==> src/rtl/vga_scanout.sv <==
// VGA raster generator with frame-buffer read issue and latency-matched pin outputs.
// Define VGA_SCANOUT_TEST_PATTERN_EN to replace i_color with eight vertical colour bars.
module vga_scanout #(
    parameter int H_ACTIVE    = 640,
    parameter int H_FP        = 16,
    parameter int H_SYNC      = 96,
    parameter int H_BP        = 48,
    parameter int V_ACTIVE    = 480,
    parameter int V_FP        = 10,
    parameter int V_SYNC      = 2,
    parameter int V_BP        = 33,
    parameter bit SYNC_POL    = 1'b0,
    parameter int CLK_DIV     = 4,
    parameter int SCALE_SHIFT = 1,
    parameter int RD_LATENCY  = 2,
    parameter int COORD_W     = 10
) (
    input  logic               clk,
    input  logic               reset,
    output logic [COORD_W-1:0] ox,
    output logic [COORD_W-1:0] oy,
    output logic               rd_valid,
    input  logic [23:0]        i_color,
    output logic               hsync,
    output logic               vsync,
    output logic               de,
    output logic [7:0]         vga_r,
    output logic [7:0]         vga_g,
    output logic [7:0]         vga_b,
    output logic               frame_start
);

    localparam int H_TOTAL = H_ACTIVE + H_FP + H_SYNC + H_BP;
    localparam int V_TOTAL = V_ACTIVE + V_FP + V_SYNC + V_BP;
    localparam int HW = $clog2(H_TOTAL);
    localparam int VW = $clog2(V_TOTAL);
    localparam int DW = (CLK_DIV > 1) ? $clog2(CLK_DIV) : 1;

    localparam logic [DW-1:0] DIV_LAST = DW'(CLK_DIV - 1);
    localparam logic [HW-1:0] H_LAST   = HW'(H_TOTAL - 1);
    localparam logic [HW-1:0] H_ACT    = HW'(H_ACTIVE);
    localparam logic [HW-1:0] HS_BEG   = HW'(H_ACTIVE + H_FP);
    localparam logic [HW-1:0] HS_END   = HW'(H_ACTIVE + H_FP + H_SYNC);
    localparam logic [VW-1:0] V_LAST   = VW'(V_TOTAL - 1);
    localparam logic [VW-1:0] V_ACT    = VW'(V_ACTIVE);
    localparam logic [VW-1:0] VS_BEG   = VW'(V_ACTIVE + V_FP);
    localparam logic [VW-1:0] VS_END   = VW'(V_ACTIVE + V_FP + V_SYNC);

`ifdef VGA_SCANOUT_TEST_PATTERN_EN
    localparam int PW = 6;
    localparam logic [HW-1:0] BAR_LAST = HW'(H_ACTIVE / 8 - 1);
`else
    localparam int PW = 3;
`endif

    logic [DW-1:0] div_cnt;
    logic [HW-1:0] h_cnt;
    logic [VW-1:0] v_cnt;
    logic          tick;
    logic          active;
    logic          hs_raw;
    logic          vs_raw;
    logic [PW-1:0] raw;
    logic [PW-1:0] pipe [RD_LATENCY];
    logic [PW-1:0] tail;

    assign tick   = (div_cnt == DIV_LAST);
    assign active = (h_cnt < H_ACT) && (v_cnt < V_ACT);
    assign hs_raw = (h_cnt >= HS_BEG) && (h_cnt < HS_END);
    assign vs_raw = (v_cnt >= VS_BEG) && (v_cnt < VS_END);
    assign tail   = pipe[RD_LATENCY-1];

    always_ff @(posedge clk or posedge reset) begin
        if (reset) begin
            div_cnt <= '0;
            h_cnt   <= '0;
            v_cnt   <= '0;
        end else begin
            div_cnt <= tick ? '0 : div_cnt + 1'b1;
            if (tick) begin
                if (h_cnt == H_LAST) begin
                    h_cnt <= '0;
                    v_cnt <= (v_cnt == V_LAST) ? '0 : v_cnt + 1'b1;
                end else begin
                    h_cnt <= h_cnt + 1'b1;
                end
            end
        end
    end

    // frame_start is the one output that is a single clk wide, not a tick wide
    always_ff @(posedge clk or posedge reset) begin
        if (reset) begin
            ox          <= '0;
            oy          <= '0;
            rd_valid    <= 1'b0;
            frame_start <= 1'b0;
        end else begin
            frame_start <= tick && (h_cnt == '0) && (v_cnt == '0);
            if (tick) begin
                rd_valid <= active;
                ox       <= active ? COORD_W'(h_cnt >> SCALE_SHIFT) : '0;
                oy       <= active ? COORD_W'(v_cnt >> SCALE_SHIFT) : '0;
            end
        end
    end

`ifdef VGA_SCANOUT_TEST_PATTERN_EN
    logic [HW-1:0] bar_px;
    logic [2:0]    bar_idx;
    logic [2:0]    bar;

    always_ff @(posedge clk or posedge reset) begin
        if (reset) begin
            bar_px  <= '0;
            bar_idx <= '0;
        end else if (tick) begin
            if (h_cnt == H_LAST) begin
                bar_px  <= '0;
                bar_idx <= '0;
            end else if (bar_px == BAR_LAST) begin
                bar_px  <= '0;
                bar_idx <= bar_idx + 1'b1;
            end else begin
                bar_px <= bar_px + 1'b1;
            end
        end
    end

    assign raw = {bar_idx, hs_raw, vs_raw, active};
    assign bar = tail[5:3];
`else
    assign raw = {hs_raw, vs_raw, active};
`endif

    always_ff @(posedge clk or posedge reset) begin
        if (reset) begin
            for (int i = 0; i < RD_LATENCY; i++) pipe[i] <= '0;
        end else if (tick) begin
            pipe[0] <= raw;
            for (int i = 1; i < RD_LATENCY; i++) pipe[i] <= pipe[i-1];
        end
    end

    always_ff @(posedge clk or posedge reset) begin
        if (reset) begin
            de    <= 1'b0;
            hsync <= ~SYNC_POL;
            vsync <= ~SYNC_POL;
            vga_r <= '0;
            vga_g <= '0;
            vga_b <= '0;
        end else if (tick) begin
            de    <= tail[0];
            hsync <= SYNC_POL ? tail[2] : ~tail[2];
            vsync <= SYNC_POL ? tail[1] : ~tail[1];
`ifdef VGA_SCANOUT_TEST_PATTERN_EN
            // bar index bits map straight onto the inverted colour channels
            vga_r <= tail[0] ? {8{~bar[1]}} : '0;
            vga_g <= tail[0] ? {8{~bar[2]}} : '0;
            vga_b <= tail[0] ? {8{~bar[0]}} : '0;
`else
            {vga_r, vga_g, vga_b} <= tail[0] ? i_color : 24'h0;
`endif
        end
    end

endmodule

==> config.mk <==
export PLATFORM = sky130hd
export DESIGN_NAME = vga_scanout
export DESIGN_NICKNAME = d
export VERILOG_FILES = /design/src/rtl/vga_scanout.sv
export SDC_FILE = /design/constraint.sdc
export NUM_CORES = 1
export LEC_CHECK = 0
export CAP_MARGIN = 5
export CORE_MARGIN = 3
export CORE_UTILIZATION = 51
export CTS_BUF_LIST = sky130_fd_sc_hd__clkbuf_8
export DETAILED_ROUTE_END_ITERATION = 16
export PLACE_DENSITY = 0.86
export SLEW_MARGIN = 10
export SYNTH_ARGS = -nofsm -noshare
export SYNTH_HDL_FRONTEND = slang
export SYNTH_SLANG_ARGS = --single-unit
==> constraint.sdc <==
create_clock -name clk -period 3.36 [get_ports clk]
set_input_delay 0.84 -clock clk [delete_from_list [all_inputs] [get_ports clk]]
set_output_delay 0.84 -clock clk [all_outputs]
set_load 0.01 [all_outputs]
==> results of run 1 <==
[routing by layer]
metal,vias to the layer above,global-route usage,part of all wire
met5,-,0,0
li1,1046,-,-
met4,0,0.0980,0.026
met2,105,0.332,0.49
met1,1174,0.260,0.42
met3,18,0.0395,0.065
[cells in the mapped netlist, drive strengths merged]
cell type  count
a32o           1
xor2           4
or4b           1
inv            9
nor2           9
clkbuf        10
and3           5
o31ai          2
nor2b          2
dfstp          2
nor4b          2
buf            8
o211ai         2
a22o          40
and2           1
o21ai         13
nand4          7
nand3          8
xnor2          6
mux2           4
a41oi          1
a21oi          3
and4b          3
or3            2
nand4b         1
conb           1
and4           3
nor3           2
dfrtp         72
o22ai          1
a21o           2
or4            1
ha             5
nand2         14
nor4           2
[final cells by class]
| cell class | instances | share of cell area |
|---|---|---|
| sequential | 74 | 0.455 |
| multi-input combinational | 149 | 0.270 |
| clock inverter | 6 | 0.0276 |
| tap | 72 | 0.0221 |
| inverter | 9 | 0.00829 |
| clock buffer | 10 | 0.0338 |
| timing repair buffer | 74 | 0.184 |
[flip-flops by register name, indices dropped and copies added (netlist names)]
register	count
h_cnt	10
v_cnt	10
ox	9
oy	9
vga_b	8
vga_g	8
vga_r	8
pipe	3
tail	3
div_cnt	2
de	1
frame_start	1
hsync	1
vsync	1
[through the flow]
stage | instance area, um^2 | total power [uW] | std cells | util
final | 4080 | 1870 | 394 | 0.718
after global routing | 4080 | 1930 | 394 | 0.718
after CTS | 4080 | 1880 | 394 | 0.718
after floorplan | 3090 | 967 | 250 | -
after detailed placement | 3820 | 1040 | 378 | 0.674
after global placement | 3820 | 1030 | 378 | 0.674
[final timing paths]
path                           from       end  cells after the start
max reg2reg                v_cnt[1]  v_cnt[1]                      6
min                         tail[2]     hsync                      1
max                           hsync     hsync                      1
max in group asynchronous     reset     vsync                      3
min reg2reg                 tail[2]     hsync                      1
min in group asynchronous     reset     oy[3]                      2
[cell families after synthesis]
| family | after synthesis | synth area share |
|---|---|---|
| other | 1 | 0.00122 |
| multiplexers | 4 | 0.0146 |
| AO/OA/AOI/OAI | 65 | 0.162 |
| buffers and inverters | 27 | 0.0438 |
| flip-flops | 74 | 0.601 |
| AND/OR/NAND/NOR | 63 | 0.128 |
| XOR/XNOR | 10 | 0.0284 |
| adder cells (fa/ha/maj) | 5 | 0.0203 |
[power breakdown]
| group | internal, uW | switching (uW) |
|---|---|---|
| Sequential | 905 | 8.71 |
| Combinational | 64.4 | 40.0 |
| Clock | 516 | 331 |
| Total | 1490 | 380 |
==> run summary, run 1 <==
Sink Count -> 74
core area -> 5680 um^2
max incr delay on CP -> 0.53 ns
Worst-path clk slew -> 0.08 ns
GRT Residual Overflow -> 0
Worst path slowest cell -> dfstp_2
top-area cell type share of the netlist area -> 0.584
layout cells sized above 1 -> 0.106
I/O Buffers -> 72
largest net degree at the start of global routing -> 51
io pins -> 75
post-synthesis cell count -> 249
DRC violations left -> 0
Final min period -> 2.24 ns
Worst-Skew Late Latency -> 0.35 ns
crit share post-route -> 0.666
Reg2Reg Setup Slack -> 1.43 ns
Synthesis Warnings -> 0
Initial Util -> 0.543
Max H-tree Level -> 3
initial antenna violation count -> 0
static leakage -> 0.00177 uW
CP startpoint kind -> flip-flop
drt total wl -> 6880 um
Post-DRT Antenna Nets -> 0
most frequent cells in the layout -> 72 x dfrtp_1, 72 x clkdlybuf4s50_1, 40 x a22o_1, 14 x nand2_1, 13 x o21ai_0
final hold slack -> 0.432 ns
critical path's top delay family -> flip-flops
WP data required -> 2.52 ns
Crit Path Class -> reg2out
Max clock buf depth -> 2
Peak Freq -> 447 MHz
RSZ-0062 raised after global routing -> false
final worst slack -> 1.12 ns
crit-path max FO -> 2
fin. max-slew vios -> 0
Vias -> 2343
Die Span Y -> 83.8 um
Die X -> 83.8 um
Root Driver -> clkbuf_8
first-pass GRT wire length -> 11300 um
gpl congestion -> 0.893
outcome -> completed
Rel. slew slack -> 0.439
leading area contributor after synthesis -> dfrtp_1
syn avg cell area -> 12.4 um^2
Synth area leaders -> dfrtp_1 58%, a22o_1 11%, o21ai_0 2.1%, ha_1 2.0%, dfstp_2 1.7%
vias in the first global route -> 2200
register area -> 1850 um^2
Slew @ Worst Pin -> 0.841 ns
Pre-antenna DRT Iters -> 4
final setup fails -> 0
VDD IR max -> 0.270 mV
CTS tree -> yes
register area share after synthesis -> 0.601
diodes inserted -> 0
crit-path cells -> clkdlybuf4s50_1
Hold WC Path Type -> reg2reg
post-DP HPWL -> 4620 um
CTS Hold Bufs -> 0
critical path capture point type -> output port
worst path arrival time -> 1.40 ns
die area -> 7020 um^2
dpl ws -> 1.35 ns
Setup TNS -> 0 ns
Filler cells -> 361
row count -> 27
synthesized flop and latch total -> 74
synthesized area -> 3080 um^2
Multi-input gate area -> 1100 um^2
Hold Vio Cnt, Final -> 0
Setup Skew -> 0.00892 ns
power density over the cells -> 458 nW/um^2
Post-CTS Setup Inserts -> 0
post-CTS resize count -> 0
Global Route Usage Sum -> 0.203
Layout Nets -> 348
Avg WL per Cell -> 17.5 um
area delta synth->final -> 32.1%
CP bufs+invs -> 1
Netlist cell types -> 45
CTS buffer count -> 9
DR vias/cell -> 5.95
Detailed Route Iter0 Violations -> 203
Max-cap violations -> 0
Note: power is estimated with default switching activity, not from simulation.
==> run 2: changes to the inputs <==
==> constraint.sdc (replaced) <==
create_clock -name clk -period 2.1 [get_ports clk]
set_input_delay 0.525 -clock clk [delete_from_list [all_inputs] [get_ports clk]]
set_output_delay 0.525 -clock clk [all_outputs]
set_load 0.01 [all_outputs]
==> run summary, run 2 (synthesis results as in run 1) <==
outcome -> completed
drt total wl -> 7140 um (+3.9%)
gpl congestion -> 0.897 (+0.46%)
Max H-tree Level -> 3 (unchanged)
Worst-Skew Late Latency -> 0.34 ns (about the same)
Root Driver -> clkbuf_8
DRC violations left -> 0 (unchanged)
row count -> 27 (unchanged)
Detailed Route Iter0 Violations -> 173 (-15%)
Global Route Usage Sum -> 0.222 (+0.0190)
Setup TNS -> 0 ns (unchanged)
io pins -> 75 (unchanged)
initial antenna violation count -> 0 (unchanged)
worst path arrival time -> 1.42 ns (+0.02 ns)
Post-CTS Setup Inserts -> 0 (unchanged)
Crit Path Class -> reg2out
Pre-antenna DRT Iters -> 4 (unchanged)
CP bufs+invs -> 1 (unchanged)
crit share post-route -> 0.924
Sink Count -> 74 (unchanged)
Layout Nets -> 356 (+2.3%)
VDD IR max -> 0.382 mV (+41%)
Max-cap violations -> 0 (unchanged)
Die Span Y -> 83.8 um (unchanged)
CP startpoint kind -> flip-flop
hold endpoint -> vsync
Worst path slowest cell -> dfstp_2
Die X -> 83.8 um (unchanged)
critical path's top delay family -> flip-flops
GRT Residual Overflow -> 0 (unchanged)
Peak Freq -> 515 MHz
Worst-path clk slew -> 0.07 ns (about the same)
Reg2Reg Setup Slack -> 0.27 ns (-1.16 ns)
min-delay src -> tail[1]
Initial Util -> 0.543 (unchanged)
area delta synth->final -> 31.6%
crit-path max FO -> 2 (unchanged)
core area -> 5680 um^2 (unchanged)
Slew @ Worst Pin -> 0.894 ns (+0.0532 ns)
vias in the first global route -> 2384 (+8.4%)
Rel. slew slack -> 0.404 (-0.0355)
Avg WL per Cell -> 17.8 um (+1.8%)
RR Endpoint -> v_cnt[0]
RR Startpoint -> v_cnt[1]
post-DP HPWL -> 4980 um (+7.7%)
diodes inserted -> 0 (unchanged)
power density over the cells -> 637 nW/um^2 (+39%)
CTS tree -> yes
Hold Vio Cnt, Final -> 0 (unchanged)
CTS buffer count -> 9 (unchanged)
crit-path cells -> clkdlybuf4s50_1
most frequent cells in the layout -> 72 x dfrtp_1, 72 x clkdlybuf4s50_1, 40 x a22o_1, 14 x nand2_1, 13 x o21ai_0
path depth of the worst reg2reg path -> 6 (unchanged)
I/O Buffers -> 72 (unchanged)
CTS Hold Bufs -> 0 (unchanged)
static leakage -> 0.00177 uW (-0.19%)
max incr delay on CP -> 0.54 ns (about the same)
RSZ-0062 raised after global routing -> false
post-CTS resize count -> 0 (unchanged)
layout cells sized above 1 -> 0.124 (+0.0187)
final setup fails -> 0 (unchanged)
Final min period -> 1.94 ns
Setup Skew -> 0.00610 ns (-0.00282 ns)
DR vias/cell -> 5.75 (-3.3%)
Hold WC Path Type -> reg2reg
Max clock buf depth -> 2 (unchanged)
Post-DRT Antenna Nets -> 0 (unchanged)
Vias -> 2312 (-1.3%)
first-pass GRT wire length -> 12400 um (+10%)
largest net degree at the start of global routing -> 32 (-37%)
WP data required -> 1.57 ns (-0.95 ns)
die area -> 7020 um^2 (unchanged)
fin. max-slew vios -> 0 (unchanged)
final total power -> 2590 uW (+39%)
biggest regs -> h_cnt (10), v_cnt (10)
hold depth -> 1 (unchanged)
critical path capture point type -> output port
run 2: cell count changes in the layout (fill, tap and decap cells not counted):
cell / delta
clkinv_4: -1
buf_4: +8
inv_1: +1
clkinv_2: +2
clkinvlp_4: +3
inv_6: -1
inv_2: -1
bufinv_16: -3
run 2: power by group:
group,internal (uW),switching [uW]
Combinational,106,66.0
Sequential,1450,14.1
Clock,450,503
run 2: area by class of cell:
class | count | area [um^2]
flip-flops and latches | 74 | 1850
fillers | 389 | 1620
multi-input cells | 149 | 1100
repair buffers | 82 | 808
clock buffers | 10 | 138
well taps | 72 | 90.1
inverters | 9 | 37.5
clock inverters | 6 | 33.8
run 2: routing by layer:
metal | vias to the layer above | track usage | part of all wire
met5 | - | 0 | 0
met4 | 0 | 0.0702 | 0.014
met2 | 75 | 0.362 | 0.50
li1 | 1060 | - | -
met1 | 1166 | 0.292 | 0.42
met3 | 11 | 0.0592 | 0.059
run 2: how the worst max path moves through the flow:
stage	startpoint	to	slack (ns)	cells after the start
after CTS	vsync	vsync	0.14	1
after global routing	v_cnt[0]	v_cnt[0]	0.03	6
after global placement	div_cnt[0]	vga_r[5]	0.34	4
final	vsync	vsync	0.16	1
after floorplan	div_cnt[0]	v_cnt[9]	0.45	6
after detailed placement	v_cnt[1]	v_cnt[0]	0.28	6
run 2: through the flow:
stage | util | instances | worst slack [ns] | hold slack [ns] | area [um^2]
detailed placement | 0.685 | 386 | 0.276 | 0.404 | 3890
floorplan | - | 250 | 0.453 | 0.387 | 3090
global placement | 0.685 | 386 | 0.336 | 0.397 | 3890
global route | 0.715 | 402 | 0.0274 | 0.464 | 4060
finish | 0.715 | 402 | 0.160 | 0.421 | 4060
CTS | 0.715 | 402 | 0.137 | 0.421 | 4060
